==> config.mk <==
export PLATFORM = sky130hd
export DESIGN_NAME = dcache_tag_ctrl
export DESIGN_NICKNAME = d
export VERILOG_FILES = /design/src/rtl/dcache_tag_ctrl_pkg.sv /design/src/rtl/dcache_tag_sweep.sv /design/src/rtl/dcache_tag_ctrl.sv
export SDC_FILE = /design/constraint.sdc
export NUM_CORES = 1
export LEC_CHECK = 0
export CAP_MARGIN = 20
export CORE_MARGIN = 1.5
export CORE_UTILIZATION = 29
export DETAILED_ROUTE_END_ITERATION = 6
export PLACE_DENSITY = 0.91
export SYNTH_ARGS = -nofsm -noshare
export SYNTH_HDL_FRONTEND = slang
export SYNTH_HIERARCHICAL = 1
export SYNTH_SLANG_ARGS = --single-unit
==> constraint.sdc <==
create_clock -name i_clock -period 2.3 [get_ports i_clock]
set_input_delay 0.23 -clock i_clock [delete_from_list [all_inputs] [get_ports i_clock]]
set_output_delay 0.23 -clock i_clock [all_outputs]
set_load 0.05 [all_outputs]
==> src/rtl/dcache_tag_ctrl_pkg.sv <==
// Shared definitions for the dcache tag-array controller: geometry, entry layout, FSM states.
package dcache_tag_ctrl_pkg;

  localparam int unsigned SETS        = 64;
  localparam int unsigned WAYS        = 8;
  localparam int unsigned IW          = $clog2(SETS);
  localparam int unsigned WW          = $clog2(WAYS);
  localparam int unsigned TAG_W       = 44;
  localparam int unsigned TAG_VLD_BIT = TAG_W - 1;
  localparam int unsigned CNT_W       = IW + WW;

  localparam logic [CNT_W-1:0] CNT_LAST = CNT_W'(SETS * WAYS - 1);

  typedef enum logic [1:0] {
    StInit,
    StRun,
    StFlush
  } tag_state_e;

  // Entry written by the invalidation sweep: valid bit clear, payload zeroed.
  function automatic logic [TAG_W-1:0] invalid_entry();
    logic [TAG_W-1:0] e;
    e              = '0;
    e[TAG_VLD_BIT] = 1'b0;
    return e;
  endfunction

endpackage

==> src/rtl/dcache_tag_sweep.sv <==
// Invalidation sweep walker: {index, way} counter, last-entry detect and completion pulse.
module dcache_tag_sweep
  import dcache_tag_ctrl_pkg::*;
(
  input  logic          i_clock,
  input  logic          i_reset,
  input  logic          i_active,
  output logic [IW-1:0] o_index,
  output logic [WW-1:0] o_way,
  output logic          o_last,
  output logic          o_done
);

  logic [CNT_W-1:0] r_cnt;
  logic             r_done;
  logic             w_last;

  assign w_last = (r_cnt == CNT_LAST);

  // Counter parks at the last entry and is cleared once the sweep is no longer active,
  // so every new sweep starts from entry 0.
  always_ff @(posedge i_clock) begin
    if (!i_reset) begin
      r_cnt  <= '0;
      r_done <= 1'b0;
    end else begin
      r_done <= i_active && w_last;
      if (!i_active) begin
        r_cnt <= '0;
      end else if (!w_last) begin
        r_cnt <= r_cnt + CNT_W'(1);
      end
    end
  end

  assign o_index = r_cnt[CNT_W-1:WW];
  assign o_way   = r_cnt[WW-1:0];
  assign o_last  = w_last;
  assign o_done  = r_done;

endmodule

==> src/rtl/dcache_tag_ctrl.sv <==
// Tag-array access controller: one grant per cycle among lookup, fill and sweep write,
// with bounded lookup starvation and reset/flush invalidation sweeps.
module dcache_tag_ctrl
  import dcache_tag_ctrl_pkg::*;
#(
  parameter int unsigned FILL_MAX = 4
) (
  input  logic             i_clock,
  input  logic             i_reset,
  input  logic             i_lkp_valid,
  input  logic [IW-1:0]    i_lkp_index,
  output logic             o_lkp_ready,
  input  logic             i_lkp_hold_ready,
  input  logic             i_fill_valid,
  input  logic [IW-1:0]    i_fill_index,
  input  logic [WW-1:0]    i_fill_way,
  input  logic [TAG_W-1:0] i_fill_wdata,
  output logic             o_fill_ready,
  input  logic             i_flush_req,
  output logic             o_busy,
  output logic             o_flush_done,
  output logic             o_lookup2tag_array_valid,
  output logic [IW-1:0]    o_lookup2tag_array_index,
  output logic             o_lookup2tag_array_ready,
  output logic             o_fill2tag_array_valid,
  output logic [IW-1:0]    o_fill2tag_array_index,
  output logic [WW-1:0]    o_fill2tag_array_way,
  output logic [TAG_W-1:0] o_fill2tag_array_wdata
);

  localparam int unsigned SW = $clog2(FILL_MAX + 1);

  tag_state_e    r_state;
  tag_state_e    w_state_d;
  logic [SW-1:0] r_starve;
  logic [SW-1:0] w_starve_d;

  logic          w_sweep;
  logic          w_run;
  logic          w_lkp_grant;
  logic          w_fill_grant;
  logic [IW-1:0] w_sw_index;
  logic [WW-1:0] w_sw_way;
  logic          w_sw_last;
  logic          w_sw_done;

  assign w_sweep = (r_state != StRun);
  assign w_run   = (r_state == StRun) && i_reset;

  dcache_tag_sweep u_sweep (
    .i_clock  (i_clock),
    .i_reset  (i_reset),
    .i_active (w_sweep),
    .o_index  (w_sw_index),
    .o_way    (w_sw_way),
    .o_last   (w_sw_last),
    .o_done   (w_sw_done)
  );

  always_ff @(posedge i_clock) begin
    if (!i_reset) begin
      r_state  <= StInit;
      r_starve <= '0;
    end else begin
      r_state  <= w_state_d;
      r_starve <= w_starve_d;
    end
  end

  always_comb begin
    w_state_d = r_state;
    unique case (r_state)
      StInit, StFlush: if (w_sw_last) w_state_d = StRun;
      StRun:           if (i_flush_req) w_state_d = StFlush;
      default:         w_state_d = StInit;
    endcase
  end

  // Fill wins by default; a lookup that has watched FILL_MAX fills go by wins once.
  always_comb begin
    w_lkp_grant  = 1'b0;
    w_fill_grant = 1'b0;
    if (w_run) begin
      w_lkp_grant  = i_lkp_valid && (!i_fill_valid || (r_starve == SW'(FILL_MAX)));
      w_fill_grant = i_fill_valid && !w_lkp_grant;
    end
  end

  always_comb begin
    w_starve_d = r_starve;
    if (!i_lkp_valid || w_lkp_grant) begin
      w_starve_d = '0;
    end else if (w_fill_grant) begin
      w_starve_d = r_starve + SW'(1);
    end
  end

  always_comb begin
    o_lkp_ready              = w_lkp_grant;
    o_fill_ready             = w_fill_grant;
    o_busy                   = w_sweep;
    o_flush_done             = w_sw_done && i_reset;
    o_lookup2tag_array_valid = w_lkp_grant;
    o_lookup2tag_array_index = '0;
    o_lookup2tag_array_ready = i_lkp_hold_ready;
    o_fill2tag_array_valid   = 1'b0;
    o_fill2tag_array_index   = '0;
    o_fill2tag_array_way     = '0;
    o_fill2tag_array_wdata   = '0;
    if (w_lkp_grant) begin
      o_lookup2tag_array_index = i_lkp_index;
    end
    if (w_sweep && i_reset) begin
      o_fill2tag_array_valid = 1'b1;
      o_fill2tag_array_index = w_sw_index;
      o_fill2tag_array_way   = w_sw_way;
      o_fill2tag_array_wdata = invalid_entry();
    end else if (w_fill_grant) begin
      o_fill2tag_array_valid = 1'b1;
      o_fill2tag_array_index = i_fill_index;
      o_fill2tag_array_way   = i_fill_way;
      o_fill2tag_array_wdata = i_fill_wdata;
    end
  end

endmodule
# Yosys cells after proc, flatten, opt, wreduce, memory -nomap -nowiden
# Index checks and enable logic that the tools add are counted.
# totals
register_bits	15
inputBits	65
output_inout_bits	66
word_cells	44
# op_classes
n_mux	14
n_bitwise	1
n_eq_ne	7
n_reduce_logical	16
add_sub_neg	2
# ops
cell	count
44-bit two-way mux	2
6-bit two-way mux	3
9-bit by 1-bit adder with 9-bit output (second input constant)	1
9-bit equality test (second input constant)	1
1-bit logical AND	6
3-bit two-way mux	2
1-bit two-way mux	4
2-bit two-way mux	2
2-bit by 1-bit != test with 1-bit output (second input constant)	2
2-bit case mux with 2 select lines	1
2-bit AND reduction	2
2-bit OR reduction	2
3-bit by 1-bit adder with 3-bit output (second input constant)	1
3-bit equality test (second input constant)	1
1-bit zero test	3
2-bit by 1-bit equality test with 1-bit output (second input constant)	1
2-bit equality test (second input constant)	1
2-bit zero test	1
1-bit logical OR	2
2-bit != test (second input constant)	1
1-bit inverter	1

# Depth between registers and ports, before layout
# logic_depth
depth_word	8
ltp_mapped	8
depth_no_buf	7

# Cells and area by module
# The synthesis kept the hierarchy.
# modules_own_cells
module	area_per_inst_um2	n_inst	cells_each
dcache_tag_ctrl	839.6	1	125
dcache_tag_sweep	452.9	1	46

# Worst setup path before layout
# OpenSTA, ideal clock, no wires.
# synth_timing
path_type	register -> output
start	register r_starve[0]
end	output o_fill2tag_array_index[0]
path_slack_ns	0.045
t_arrival_ns	2.025
stages_incl_launch_ff	6
cell_sequence	dfxtp_1 -> inv_1 -> ha_1 -> nand3_1 -> nand3_1 -> o21ai_0
# synth_between
elab_chain_cells	8
# synth_lines
element	line	source
start: declaration	dcache_tag_ctrl.sv:35	logic [SW-1:0] r_starve;
start signal: assignment	dcache_tag_ctrl.sv:66	r_starve <= w_starve_d;
3-bit equality test	dcache_tag_ctrl.sv:84	w_lkp_grant = i_lkp_valid && (!i_fill_valid || (r_starve == SW'(FILL_MAX)));
1-bit logical OR	dcache_tag_ctrl.sv:84	
1-bit logical AND	dcache_tag_ctrl.sv:84	
1-bit zero test	dcache_tag_ctrl.sv:85	w_fill_grant = i_fill_valid && !w_lkp_grant;
1-bit logical AND	dcache_tag_ctrl.sv:85	
1-bit two-way mux	dcache_tag_ctrl.sv:83	if (w_run) begin
6-bit two-way mux	dcache_tag_ctrl.sv:118	end else if (w_fill_grant) begin
6-bit two-way mux	dcache_tag_ctrl.sv:113	if (w_sweep && i_reset) begin
end: declaration	dcache_tag_ctrl.sv:26	output logic [IW-1:0] o_fill2tag_array_index,
# Every way passes these cells.

# Final worst setup path
# layout_timing
start	register r_starve[0]
end	output o_fill2tag_array_index[4]
# Same word-level chain as after synthesis.

==> qor.txt <==
largest net degree at the start of global routing - 47
Synth warnings - 6
GP Congestion - 0.846
Crit Path Class - reg2out
CTS H-tree depth - 1
TritonCTS Buffers - 3
syn_nets - 241
area grow syn2layout - 152%
CTS resizes - 0
Routed WL per cell - 16.5 µm
Row Count - 24
status - finished clean
first-pass GRT wire length - 8830 µm
Die W - 69.8 µm
hold violation count in the final report - 0
pre-CTS WS - 272 ps
ANT nets after route - 0
Setup Buffers After CTS - 0
vias per std cell - 4.85
CTS root buffer - clkbuf_8
met3 WL - 496 µm
CTS tree - built
global-route usage over all layers - 23.0%
Worst Tran Pin Value - 495 ps
CTS Buffer Depth - 2
slowest cell on the critical path - o21ai_0
maximum vdd drop - 0.233 mV
Slew Limit Fails - 0
clock skew - 0.716 ps
RSZ-0062 raised after global routing - false
Detailed Place HPWL - 4850 µm
Required @ worst endpoint - 2070 ps
Post-Syn Area per Cell - 7.56 µm²
initial core utilization - 29.9%
Worst EP arrival - 1910 ps
mapped cell area - 1290 µm²
filler cell count - 278
fmax - 467 MHz
hold crit path type - in2out
max_cap viols - 0
Buffers & Inverters on Critical Path - 2
CTS hold repair buffers - 0
Final min period - 2140 ps
port bufs - 128
total die area - 4870 µm²
Hold Worst Slack - 460 ps
Seq/Total Area, Yosys - 23.2%
CP dominant cell by count - nand3_1
Antenna diodes - 0
multi-input logic area - 863 µm²
CP delay by family, top - compound AO/OA/AOI/OAI gates
DR vias - 1677
worst path cell trace - inv_1 > ha_1 > nand3_1 > nand3_1 > o21ai_0 > buf_12
gr ovfl total - 0
initial antenna violation count - 0
crit-path max FO - 9
Crit. End Element - primary output
initial drt markers - 33
Core Region - 4320 µm²
synth unique cells - 35
met1 WL - 2080 µm
clock latency on the worst-skew pair - 250 ps
setup ws final - 160 ps
met2 wire length - 2990 µm
register area - 300 µm²
layout cells sized above 1 - 25.9%
Slew HR - 66.9%
die height - 69.8 µm
Leakage - 1.28 nW
Post-Syn Instances - 171
total power - 0.000666 W
DR top layer - met4
count of final setup violators - 0
post-route setup TNS - 0 ps
Yosys reg bits - 15
Sink Count - 15
DRC - 0
startpoint types - flop
critical path's largest stage delay - 430 ps
drt pass-1 iters - 4
Ports - 131
Tcrit/Tclk final - 93.0%
routed wire length - 5710 µm
Worst-path clk slew - 60 ps
final net count - 365
vias in the first global route - 1673
Pwr per Cell Area - 205 nW/µm²
placed cells by master, fill, tap and decap left out, drive strengths merged, types with 4 or more instances in the layout:
cell type,count
nor2,6
clkbuf,4
nand3,12
dfxtp,15
o21ai,13
buf,69
and2,52
inv,4
ha,5
clkdlybuf4s50,64
a21oi,5
nand2,14
worst paths after layout:
| check | startpoint | end | slack [ps] | depth (start not counted) |
|---|---|---|---|---|
| min reg2reg | u_sweep/r_cnt[7] | u_sweep/r_cnt[7] | 500 | 2 |
| min | i_lkp_hold_ready | o_lookup2tag_array_ready | 460 | 0 |
| max | r_starve[0] | o_fill2tag_array_index[4] | 160 | 6 |
| max reg2reg | u_sweep/r_cnt[0] | u_sweep/r_cnt[5] | 300 | 7 |
synth_stat cells (all sizes together):
cell type,number,area share (%)
a21oi,5,1.9
nor2b,3,2.0
nand3b,2,1.2
a31oi,1,0.48
inv,4,1.2
o21a,1,0.58
or4,1,0.58
nor3b,2,1.2
nand3,12,5.0
and4,1,0.68
nand4,2,0.97
or3,2,1.2
mux2i,2,1.5
clkbuf,3,0.87
nor2,6,1.7
nor3,1,0.39
o22ai,1,0.48
xnor2,1,0.68
and4b,1,0.77
nand2,14,4.1
dfxtp,15,23
ha,5,4.8
o21ai,13,5.0
a21boi,2,1.2
and2,52,25
o31ai,1,0.58
buf,11,7.9
nand4b,3,2.0
and3,1,0.48
xor2,3,2.0
state kept, by name, summed over array words and instances (netlist names):
register / cells
u_sweep/r_cnt: 9
u_sweep/o_done: 1
r_starve: 3
r_state: 2
cell families after synthesis:
group	count (synthesis)	share of synthesized area, %
fa+ha+maj	5	4.84
buf+inv	18	9.97
compound gates	24	10.3
mux	2	1.55
flops	15	23.2
xor+xnor	4	2.71
simple gates	103	47.4
power by group:
group,internal [W],switching (W)
Clock,0.000123,0.0000983
Sequential,0.000264,0.00000686
Combinational,0.000120,0.0000534
Total,0.000508,0.000159
layout make-up:
cell class	instances	share of cell area, %
timing repair buffer	133	60.4
multi-input combinational	138	26.5
sequential	15	9.23
tap	52	2.00
clock buffer	4	1.39
inverter	4	0.462
metal layers:
layer / vias up / global-route usage [%]
li1: 815 / -
met2: 97 / 42.4
met4: 0 / 8.33
met1: 750 / 25.0
met3: 15 / 6.25
met5: - / 0
per-stage QoR:
| step | instance area (µm²) | util, % | cells |
|---|---|---|---|
| floorplan | 1290 | - | 171 |
| global placement | 3200 | 74.1 | 342 |
| detailed placement | 3200 | 74.1 | 342 |
| CTS | 3250 | 75.1 | 346 |
| global route | 3250 | 75.2 | 346 |
| finish | 3250 | 75.2 | 346 |
No activity file was read; power rests on OpenSTA's default activity.
